## config.mk

```make
export PLATFORM = sky130hd
export DESIGN_NAME = coefficient_decoder
export DESIGN_NICKNAME = d
export VERILOG_FILES = /design/src/rtl/coefficient_decoder.sv
export SDC_FILE = /design/constraint.sdc
export NUM_CORES = 1
export LEC_CHECK = 0
export CORE_UTILIZATION = 40
export CTS_CLUSTER_DIAMETER = 60
export DETAILED_ROUTE_END_ITERATION = 10
export PLACE_DENSITY = 0.59
export SETUP_SLACK_MARGIN = 0.4
export SLEW_MARGIN = 20
export SYNTH_ARGS = -nofsm -noshare
export SYNTH_HDL_FRONTEND = slang
export SYNTH_SLANG_ARGS = --single-unit
export TNS_END_PERCENT = 100
```

## constraint.sdc

```tcl
create_clock -name clk -period 9.4 [get_ports clk]
set_input_delay 2.35 -clock clk [delete_from_list [all_inputs] [get_ports clk]]
set_output_delay 2.35 -clock clk [all_outputs]
set_load 0.02 [all_outputs]
```

## src/rtl/coefficient_decoder.sv

```systemverilog
// Turns JPEG run/size symbols plus serial amplitude bits into run/coefficient pairs with DC prediction.
// One symbol per size+2 cycles; rs_ready only in IDLE, bit_ready only in AMP, no output backpressure.
module coefficient_decoder (
  input  logic       clk,
  input  logic       rst,
  input  logic [7:0] rs_symbol,
  input  logic       rs_valid,
  output logic       rs_ready,
  input  logic       bit_in,
  input  logic       bit_valid,
  output logic       bit_ready,
  input  logic       dc_clear,
  output logic [3:0] r_value,
  output logic [7:0] coefficient,
  output logic       is_new_coefficient,
  output logic       error
);

  typedef enum logic [1:0] {IDLE, AMP, CALC} state_t;

  state_t             state;
  logic [3:0]         run, size, bit_cnt;
  logic [10:0]        amp;
  logic [6:0]         pos;
  logic signed [15:0] pred;
  logic               clr_pend;

  logic [3:0]         rs_run, rs_size;
  logic [7:0]         next_pos_chk, calc_pos;
  logic [15:0]        amp_ext;
  logic signed [16:0] mask, amp_v, dc_sum;
  logic               sym_err;

  function automatic logic [7:0] sat8(input logic signed [16:0] x);
    if (x > 17'sd127)       return 8'h7f;
    else if (x < -17'sd128) return 8'h80;
    else                    return x[7:0];
  endfunction

  assign rs_ready  = (state == IDLE) && !error;
  assign bit_ready = (state == AMP);
  assign rs_run    = rs_symbol[7:4];
  assign rs_size   = rs_symbol[3:0];

  // Amplitude decode: a leading 0 marks a negative value offset by 2^s-1.
  always_comb begin
    amp_ext      = {5'd0, amp};
    mask         = (17'sd1 <<< size) - 17'sd1;
    amp_v        = 17'sd0;
    if (size != 4'd0) begin
      if (amp_ext[size - 4'd1]) amp_v = $signed({6'd0, amp});
      else                      amp_v = $signed({6'd0, amp}) - mask;
    end
    dc_sum       = $signed({pred[15], pred}) + amp_v;
    calc_pos     = {1'b0, pos} + {4'd0, run} + 8'd1;
    next_pos_chk = {1'b0, pos} + {4'd0, rs_run} + 8'd1;
  end

  always_comb begin
    sym_err = 1'b0;
    if (pos == 7'd0) begin
      sym_err = (rs_run != 4'd0) || (rs_size > 4'd11);
    end else if (rs_symbol != 8'h00) begin
      if (rs_size == 4'd0) sym_err = (rs_run != 4'hF);
      else                 sym_err = (rs_size > 4'd10);
      if (next_pos_chk > 8'd64) sym_err = 1'b1;
    end
  end

  always_ff @(posedge clk) begin
    if (rst) begin
      state              <= IDLE;
      run                <= 4'd0;
      size               <= 4'd0;
      bit_cnt            <= 4'd0;
      amp                <= 11'd0;
      pos                <= 7'd0;
      pred               <= 16'sd0;
      clr_pend           <= 1'b0;
      r_value            <= 4'd0;
      coefficient        <= 8'd0;
      is_new_coefficient <= 1'b0;
      error              <= 1'b0;
    end else begin
      is_new_coefficient <= 1'b0;
      if (dc_clear) clr_pend <= 1'b1;
      case (state)
        IDLE: begin
          // Clearing here, before CALC, makes a same-cycle DC add to zero.
          if (clr_pend && pos == 7'd0) begin
            pred <= 16'sd0;
            if (!dc_clear) clr_pend <= 1'b0;
          end
          if (rs_valid && rs_ready) begin
            if (sym_err) begin
              error <= 1'b1;
            end else begin
              run     <= rs_run;
              size    <= rs_size;
              bit_cnt <= rs_size;
              amp     <= 11'd0;
              state   <= (rs_size == 4'd0) ? CALC : AMP;
            end
          end
        end
        AMP: begin
          if (bit_valid) begin
            amp     <= {amp[9:0], bit_in};
            bit_cnt <= bit_cnt - 4'd1;
            if (bit_cnt == 4'd1) state <= CALC;
          end
        end
        CALC: begin
          is_new_coefficient <= 1'b1;
          state              <= IDLE;
          if (pos == 7'd0) begin
            r_value     <= 4'd0;
            coefficient <= sat8(dc_sum);
            pred        <= dc_sum[15:0];
            pos         <= 7'd1;
          end else begin
            r_value     <= run;
            coefficient <= sat8(amp_v);
            if (run == 4'd0 && size == 4'd0) pos <= 7'd0;
            else if (calc_pos == 8'd64)      pos <= 7'd0;
            else                             pos <= calc_pos[6:0];
          end
        end
        default: state <= IDLE;
      endcase
    end
  end

endmodule

```

Word-level counts from Yosys, hierarchy flattened:

Cells that the tools add are included.

* latch bits: 0
* RAM bits: 0
* bits in registers: 63
* output and inout port bits: 16
* logic and storage cells: 102
* input port bits: 14
* bits in read-only memories: 0
* memories: 0

* equality and inequality tests: 11
* magnitude comparators: 8
* bitwise operators: 1
* div/mod/pow operators: 0
* shifts and indexed selects: 1
* multiply operators: 0
* reductions and logical operators: 21
* multiplexer cells: 39
* $add $sub $neg: 9

Operator list (count)
* 8-bit two-way mux: 5
* 17-bit by 8-bit greater-than comparator with 1-bit output, second input constant: 2
* 17-bit by 8-bit < comparator with 1-bit output, second input constant: 2
* 17-bit two-way mux: 2
* 11-bit two-way mux: 3
* 16-bit two-way mux: 2
* 16-bit case mux with 2 select lines: 1
* 11-bit case mux with 2 select lines: 1
* 7-bit two-way mux: 3
* 16-bit by 17-bit adder with 17-bit output: 1
* 2-bit by 4-bit <<< shifter with 17-bit output, first input constant: 1
* 12-bit by 17-bit subtractor with 17-bit output: 1
* 17-bit by 2-bit subtractor with 17-bit output, second input constant: 1
* 7-bit by 4-bit adder with 8-bit output: 2
* 8-bit by 1-bit adder with 8-bit output, second input constant: 2
* 4-bit two-way mux: 4
* 4-bit logical NOT: 3
* 1-bit two-way mux: 10
* 2-bit two-way mux: 5
* 3-bit AND reduction: 3
* 8-bit by 7-bit equality test with 1-bit output, second input constant: 1
* 4-bit greater-than comparator, second input constant: 2
* 8-bit by 7-bit greater-than comparator with 1-bit output, second input constant: 1
* 4-bit case mux with 2 select lines: 1
* other kinds (20): 31

Depth between registers and ports, before layout:

Gate-level depths: netlist (run 1).

* depth after elaboration: 10
* gate-level depth with buffers: 31

Worst setup path after synthesis (run 1):

No wires, ideal clock.

* path kind: register to register
* start point: register size[0]
* end point: register coefficient[2]
* stages on the path, launching flop included: 31
* setup slack: 3.833 ns
* arrival time: 5.445 ns
* cells stage by stage: dfxtp_1 > buf_6 > inv_1 > ha_1 > and2_1 > buf_2 > inv_1 > ha_1 > ha_1 > fa_1 > a21oi_1 > nor2b_1 > nor2_1 > xor2_1 > nor2_1 > a21oi_1 > nor2_1 > ha_1 > o21ai_0 > nand2b_1 > and2_1 > clkbuf_1 > o31ai_1 > nand2b_1 > a41oi_2 > maj3_2 > a21oi_2 > xor2_1 > o41a_1 > nor3b_2 > a311o_1

* word-level cells in the longest chain between the ends: 10

Ends and longest elaborated chain
* from (decl): RTL line 22 `logic [3:0] run, size, bit_cnt;`
* from (signal assigned): RTL line 99 `size <= rs_size;`
* 2-bit by 4-bit <<< shifter with 17-bit output / 4-bit by 1-bit subtractor with 4-bit output (equally long branches): RTL line 48, 51
* 17-bit by 2-bit subtractor with 17-bit output / 1-bit binary-select mux with 4-bit select (equally long branches): RTL line 48, 51
* 12-bit by 17-bit subtractor with 17-bit output / 1-bit two-way mux (equally long branches): RTL line 52, 51
* 17-bit two-way mux: RTL line 51 `if (amp_ext[size - 4'd1]) amp_v = $signed({6'd0, amp});`
* 17-bit two-way mux (*): RTL line 50 `if (size != 4'd0) begin`
* 16-bit by 17-bit adder with 17-bit output: RTL line 54 `dc_sum = $signed({pred[15], pred}) + amp_v;`
* 17-bit by 8-bit < comparator with 1-bit output: RTL line 36 `else if (x < -17'sd128) return 8'h80;`
* 8-bit two-way mux: RTL line 36
* 8-bit two-way mux: RTL line 35 `if (x > 17'sd127) return 8'h7f;`
* 8-bit two-way mux (*): RTL line 116 `if (pos == 7'd0) begin`
* to (signal assigned): RTL line 118 `coefficient <= sat8(dc_sum);`
* to (signal assigned): RTL line 123 `coefficient <= sat8(amp_v);`
* to (decl): RTL line 14 `output logic [7:0] coefficient,`

Mark *: on every way between the ends. The rest lies on a longest branch, timed or not. The select of a mux whose other input is x is not followed.
A chain may end at the register's enable or synchronous reset.

Worst setup path after layout (run 1):

* start point: register size[0]
* end point: register coefficient[5]

The elaborated chain is that of the path after synthesis.

==> results of run 1 <==
==> critical path: cells and delay by family (launching register included) <==
kind | cells | cell delay (ns)
simple gates | 8 | 1.28
compound gates | 10 | 3.03
xor+xnor | 1 | 0.15
buf+inv | 2 | 0.41
flops | 1 | 0.40
fa+ha+maj | 5 | 1.44
==> worst max-delay path by stage <==
stage	cells past startpoint	end	from
global placement	26	coefficient[3]	size[0]
global route	26	coefficient[5]	size[0]
detailed placement	26	coefficient[5]	size[0]
finish	26	coefficient[5]	size[0]
floorplan	30	coefficient[2]	size[0]
CTS	26	coefficient[5]	size[0]
==> metal layers <==
layer	part of all wire (%)	vias to the layer above	track usage [%]
met1	45	2394	27.3
met2	48	106	39.9
met5	0	-	0
met4	2.8	0	9.11
met3	3.3	32	3.45
li1	-	2565	-
==> cell families after synthesis <==
kind of cell | count (synthesis) | share of synthesized area, %
xor+xnor | 31 | 5.27
compound gates | 199 | 24.8
simple gates | 271 | 24.4
flops | 63 | 23.8
fa+ha+maj | 57 | 13.9
buf+inv | 62 | 4.66
mux | 14 | 3.19
==> layout make-up <==
| class | count | share of cell area, % |
|---|---|---|
| tap | 172 | 3.58 |
| clock buffer | 10 | 3.98 |
| timing repair buffer | 32 | 5.12 |
| inverter | 31 | 1.94 |
| clock inverter | 5 | 1.35 |
| sequential | 63 | 21.0 |
| multi-input combinational | 572 | 63.0 |
==> through the flow <==
stage / cells / instance area, um^2
after floorplan: 697 / 5290
after global placement: 870 / 5690
after detailed placement: 870 / 5690
after CTS: 885 / 6010
after global routing: 885 / 6010
final: 885 / 6010
==> flip-flops by register name (all words and copies together), names as in the netlist, 4 cells and up <==
register     flops
run              4
amp             11
pred            16
coefficient      8
r_value          4
bit_cnt          4
pos              7
size             4
==> synthesized netlist by cell type, types with 6 or more instances <==
cell      instances
nand4_1           7
nand3_1          26
nor2_1           81
or3_1             6
dfxtp_1          63
nor4_1            6
xnor2_1          17
ha_1             49
and2_1            9
clkbuf_1         23
o211ai_1          9
inv_1            31
mux2i_1          11
a211oi_1          8
nor2b_1           8
nor3_1           26
a22oi_1          14
o21ai_0          34
a21o_1           10
a31oi_1           7
nand2_1          76
a21oi_1          69
xor2_1           13
==> cells in the final DEF (no fill, tap or decap), types with 4 or more instances in the layout <==
cell              n
and3_1            4
or3_1             6
clkdlybuf4s50_1  28
nand2b_1          5
a31oi_1           7
a21oi_1          69
nor3_1           26
a22oi_1          14
dfxtp_1          63
inv_1            31
nor2_1           81
ha_1             49
o21bai_1          4
nand2_1          76
nand4_1           7
nor2b_1           8
mux2i_1          11
clkbuf_16         9
a211o_1           4
xor2_1           13
nor4_1            6
o211ai_1          9
fa_1              4
a311o_1           5
and2_1            9
a211oi_1          8
o31ai_1           4
o21ai_0          34
o21a_1            5
a21o_1           10
nand3_1          26
xnor2_1          17
==> power by group <==
| part | switching [mW] | leakage, nW | total, mW | internal, mW |
|---|---|---|---|---|
| Clock | 0.136 | 0.155 | 0.374 | 0.239 |
| Sequential | 0.00130 | 0.508 | 0.270 | 0.268 |
| Combinational | 0.0239 | 1.66 | 0.0398 | 0.0159 |
==> run summary, run 1 <==
Status -> completed
I/O pin cnt -> 30
Setup_tns -> 0 ns
Worst hold stages -> 2
Worst Reg-to-Reg Cells -> 26
Tot Pwr -> 683 uW
First-pass GRT wire length -> 24000 um
Clock Path Buffers -> 2
# resized after CTS -> 0
Num CTS Buffers -> 9
Arrival time worst endpoint -> 7.04 ns
Hold worst-path end -> r_value[1]
Max FO, Critical Path -> 18
Leading area contributor after synthesis -> dfxtp_1
Count of input and output buffers -> 29
Share of the synthesized area in the top cell type -> 23.8%
Top post-synthesis cells by area -> dfxtp_1 (24%), ha_1 (12%), a21oi_1 (6.5%)
RSZ-0062 raised after global routing -> false
Synthesis-stage register bit count -> 63
NumNets Final -> 776
Yosys cell types -> 72
FF/Latch Area -> 0.00126 mm^2
# H-tree levels -> 3
Core area -> 0.0128 mm^2
Filler cell count -> 1272
Iteration-0 DRC Markers -> 342
CP dominant cell by count -> ha_1
CP endpoint kind -> flop
FMAX -> 0.147 GHz
Antenna diode count -> 0
CTS Hold Bufs -> 0
Max-slew violations -> 0
Clk sinks -> 63
Worst path slowest cell -> o41ai_1
Critical path class -> flop to flop
Part of the cycle the worst path needs -> 72.6%
Die height -> 117 um
Syn Inst Count -> 697
Rows -> 41
Vias in the first global route -> 5014
CP Data Required Time -> 9.62 ns
Synth Flop Type -> dfxtp_1
R2R setup slack -> 2.58 ns
Initial core utilization -> 41.4%
Area of the multi-input gates -> 0.00378 mm^2
GP Congestion -> 0.860
R2R Path End -> coefficient[5]
Synth Warn # -> 0
GRT overflow -> 0
Post-synthesis sequential area ratio -> 23.8%
P&R area growth vs syn -> 13.5%
Antenna violations before repair -> 0
Drt pass-1 iters -> 5
Maxcap violations -> 0
Final min period -> 6.82 ns
Final Hold Viols -> 0
HP Start -> r_value[1]
Clk_lat worst skew -> 0.34 ns
Reg2reg start -> size[0]
Final setup fails -> 0
Layout cells sized above 1 -> 5.05%
Worst IR Drop VDD -> 117 uV
Reg clk slew, reported paths -> 0.06 ns
Overall via count from detail_route -> 5097
CTS Root Buffer Type -> clkbuf_16
CP max stage delay -> 0.71 ns
Post-synth EDFFs -> 0
CTS tree -> yes
Hold crit path type -> flop to flop
Vias per cell -> 5.76
Total setup buffers inserted after CTS -> 0
Pre-CTS WS -> 2.60 ns
Netlist Area Pre-Place -> 0.00529 mm^2
Routed wire length -> 14500 um
Worst Clk Skew -> 0.00502 ns
Mean Syn Cell Area -> 7.59 um^2
Power Density -> 114 mW/mm^2
Final HPWL DP -> 10800 um
Least-Margin Pin Slew -> 0.975 ns
Critical path startpoint category -> flop
Width of the die -> 117 um
WHS -> 0.455 ns
# DRC -> 0
Post-layout util -> 47.0%
Final WS setup -> 2.58 ns
Largest net degree at the start of global routing -> 66
Die area -> 0.0137 mm^2
Asr flop ratio synth -> 0%
Syn nets -> 764
Total Routing Usage GR -> 22.5%
Static Leak -> 2.32 nW
WL/cell -> 16.4 um
Max-slew headroom -> 34.8%
DRT antenna net count -> 0
Power figures use the tool's default switching activity.
==> run 2, diff against run 1 <==
clock period = 7 ns   (was 9.4 ns; I/O delays follow)
==> run summary, run 2 (synthesized netlist as in run 1, its figures left out) <==
Total Routing Usage GR -> 23.2%
Largest register FFs -> 16
Drt pass-1 iters -> 6
Reg2reg start -> size[0]
Worst setup startpoint -> size[0]
Clk sinks -> 63
Final Hold Viols -> 0
R2R Path End -> coefficient[4]
DRT antenna net count -> 0
Part of the cycle the worst path needs -> 88.3%
FMAX -> 0.162 GHz
CP Cell Sequence -> inv_1 > ha_1 > mux2i_1 > o21ai_0 > o2bb2ai_2 > nand2_1 > a21oi_1 > ha_1 > inv_1 > fa_1 > nor2b_1 > o31a_1 > o41ai_4 > nor4_1 > a211oi_1 > o21ai_1 > o211ai_1 > o41ai_1 > a211oi_1 > a21o_1 > a2111o_1 > nor2b_4 > a311o_1
Final min period -> 6.18 ns
Worst Path Buf+Inv -> 2
GP Congestion -> 0.893
# H-tree levels -> 3
Final setup fails -> 0
CTS Root Buffer Type -> clkbuf_16
P&R area growth vs syn -> 13.4%
Worst path slowest cell -> o21ai_0
Worst Reg-to-Reg Cells -> 23
Rows -> 41
Max-slew violations -> 0
Overall via count from detail_route -> 5122
Iteration-0 DRC Markers -> 390
Initial core utilization -> 41.4%
Most common cell after layout, fill and taps aside -> nor2_1
Worst hold stages -> 2
WL/cell -> 16.5 um
Status -> completed
Largest net degree at the start of global routing -> 66
WHS -> 0.452 ns
Arrival time worst endpoint -> 6.40 ns
Core area -> 0.0128 mm^2
Max-slew headroom -> 35.9%
CP endpoint kind -> flop
GRT overflow -> 0
R2R setup slack -> 0.82 ns
First-pass GRT wire length -> 24600 um
CP max stage delay -> 0.55 ns
Die height -> 117 um
Width of the die -> 117 um
RSZ-0062 raised after global routing -> false
Hold worst-path end -> r_value[3]
Routed wire length -> 14600 um
Clock Path Buffers -> 2
Num CTS Buffers -> 9
Critical path class -> flop to flop
Critical path startpoint category -> flop
Reg clk slew, reported paths -> 0.06 ns
Most frequent cells in the layout -> nor2_1 (81), nand2_1 (76), a21oi_1 (69)
Layout cells sized above 1 -> 5.45%
Largest register by flop count -> pred
Least-Margin Pin Slew -> 0.959 ns
# DRC -> 0
Static Leak -> 2.32 nW
Hold crit path type -> flop to flop
Clk_lat worst skew -> 0.34 ns
Die area -> 0.0137 mm^2
Vias in the first global route -> 5004
HP Start -> r_value[3]
Setup_tns -> 0 ns
Worst Clk Skew -> 0.00751 ns
CTS tree -> yes
Max FO, Critical Path -> 14
Maxcap violations -> 0
CP Data Required Time -> 7.22 ns
Final HPWL DP -> 11000 um
Final WS setup -> 0.822 ns
Pre-CTS WS -> 0.614 ns
Power Density -> 138 mW/mm^2
Top Registers -> pred (16), amp (11), coefficient (8)
Antenna violations before repair -> 0
Antenna diode count -> 0
I/O pin cnt -> 30
Vias per cell -> 5.77
Count of input and output buffers -> 29
Worst path top cell family by delay -> compound AO/OA/AOI/OAI gates
Worst IR Drop VDD -> 97.9 uV
NumNets Final -> 778
-- run 2: power by group --
part | switching, mW | leakage [nW] | internal (mW) | total [mW]
combinational | 0.0327 | 1.68 | 0.0217 | 0.0544
sequential | 0.00179 | 0.508 | 0.360 | 0.362
clock | 0.169 | 0.131 | 0.245 | 0.414
-- run 2: routing by layer --
layer  track usage, %  up-vias  part of all wire (%)
met2             39.3      132                    47
met4             11.1        0                   2.8
li1                 -     2557                     -
met1             28.9     2400                    46
met5                0        -                     0
met3             3.50       33                   4.0
-- run 2: worst max path at each step --
| stage | to | slack [ns] | depth (start not counted) |
|---|---|---|---|
| 2_1_floorplan | coefficient[2] | 1.43 | 30 |
| 3_3_place_gp | coefficient[5] | 0.83 | 21 |
| 3_5_place_dp | coefficient[4] | 0.61 | 21 |
| 4_1_cts | coefficient[4] | 0.59 | 21 |
| 5_1_grt | coefficient[4] | 0.41 | 23 |
| 6_report | coefficient[4] | 0.82 | 23 |
-- run 2: worst reg2reg max path, stage by stage, from the launching register on --
cell,delay (ns)
dfxtp_1,0.53
inv_1,0.17
ha_1,0.40
mux2i_1,0.14
o21ai_0,0.55
o2bb2ai_2,0.42
nand2_1,0.13
a21oi_1,0.25
ha_1,0.24
inv_1,0.07
fa_1,0.42
nor2b_1,0.17
o31a_1,0.23
o41ai_4,0.11
nor4_1,0.19
a211oi_1,0.14
o21ai_1,0.28
o211ai_1,0.17
o41ai_1,0.16
a211oi_1,0.16
a21o_1,0.18
a2111o_1,0.41
nor2b_4,0.16
a311o_1,0.38
-- run 2: metrics by stage --
stage	area, um^2	power (mW)	instances	util [%]
4_1_cts	5970	0.842	887	46.7
2_1_floorplan	5290	0.402	697	-
6_report	6000	0.831	887	47.0
5_1_grt	6000	0.861	887	47.0
3_5_place_dp	5700	0.424	872	44.6
3_3_place_gp	5700	0.423	872	44.6
-- run 2: final cells by class --
type	count	area [um^2]
clock inverter	4	22.5
clock buffer	11	243
inverter	31	116
multi-input combinational	572	3820
tap	172	215
sequential	63	1260
timing repair buffer	34	323
fill	1285	6770
-- run 2: timing repair --
item	in CTS	in global routing
gates resized for setup	0	4
endpoints found under the setup margin	0	8
hold buffers	0	0
setup buffers	0	0
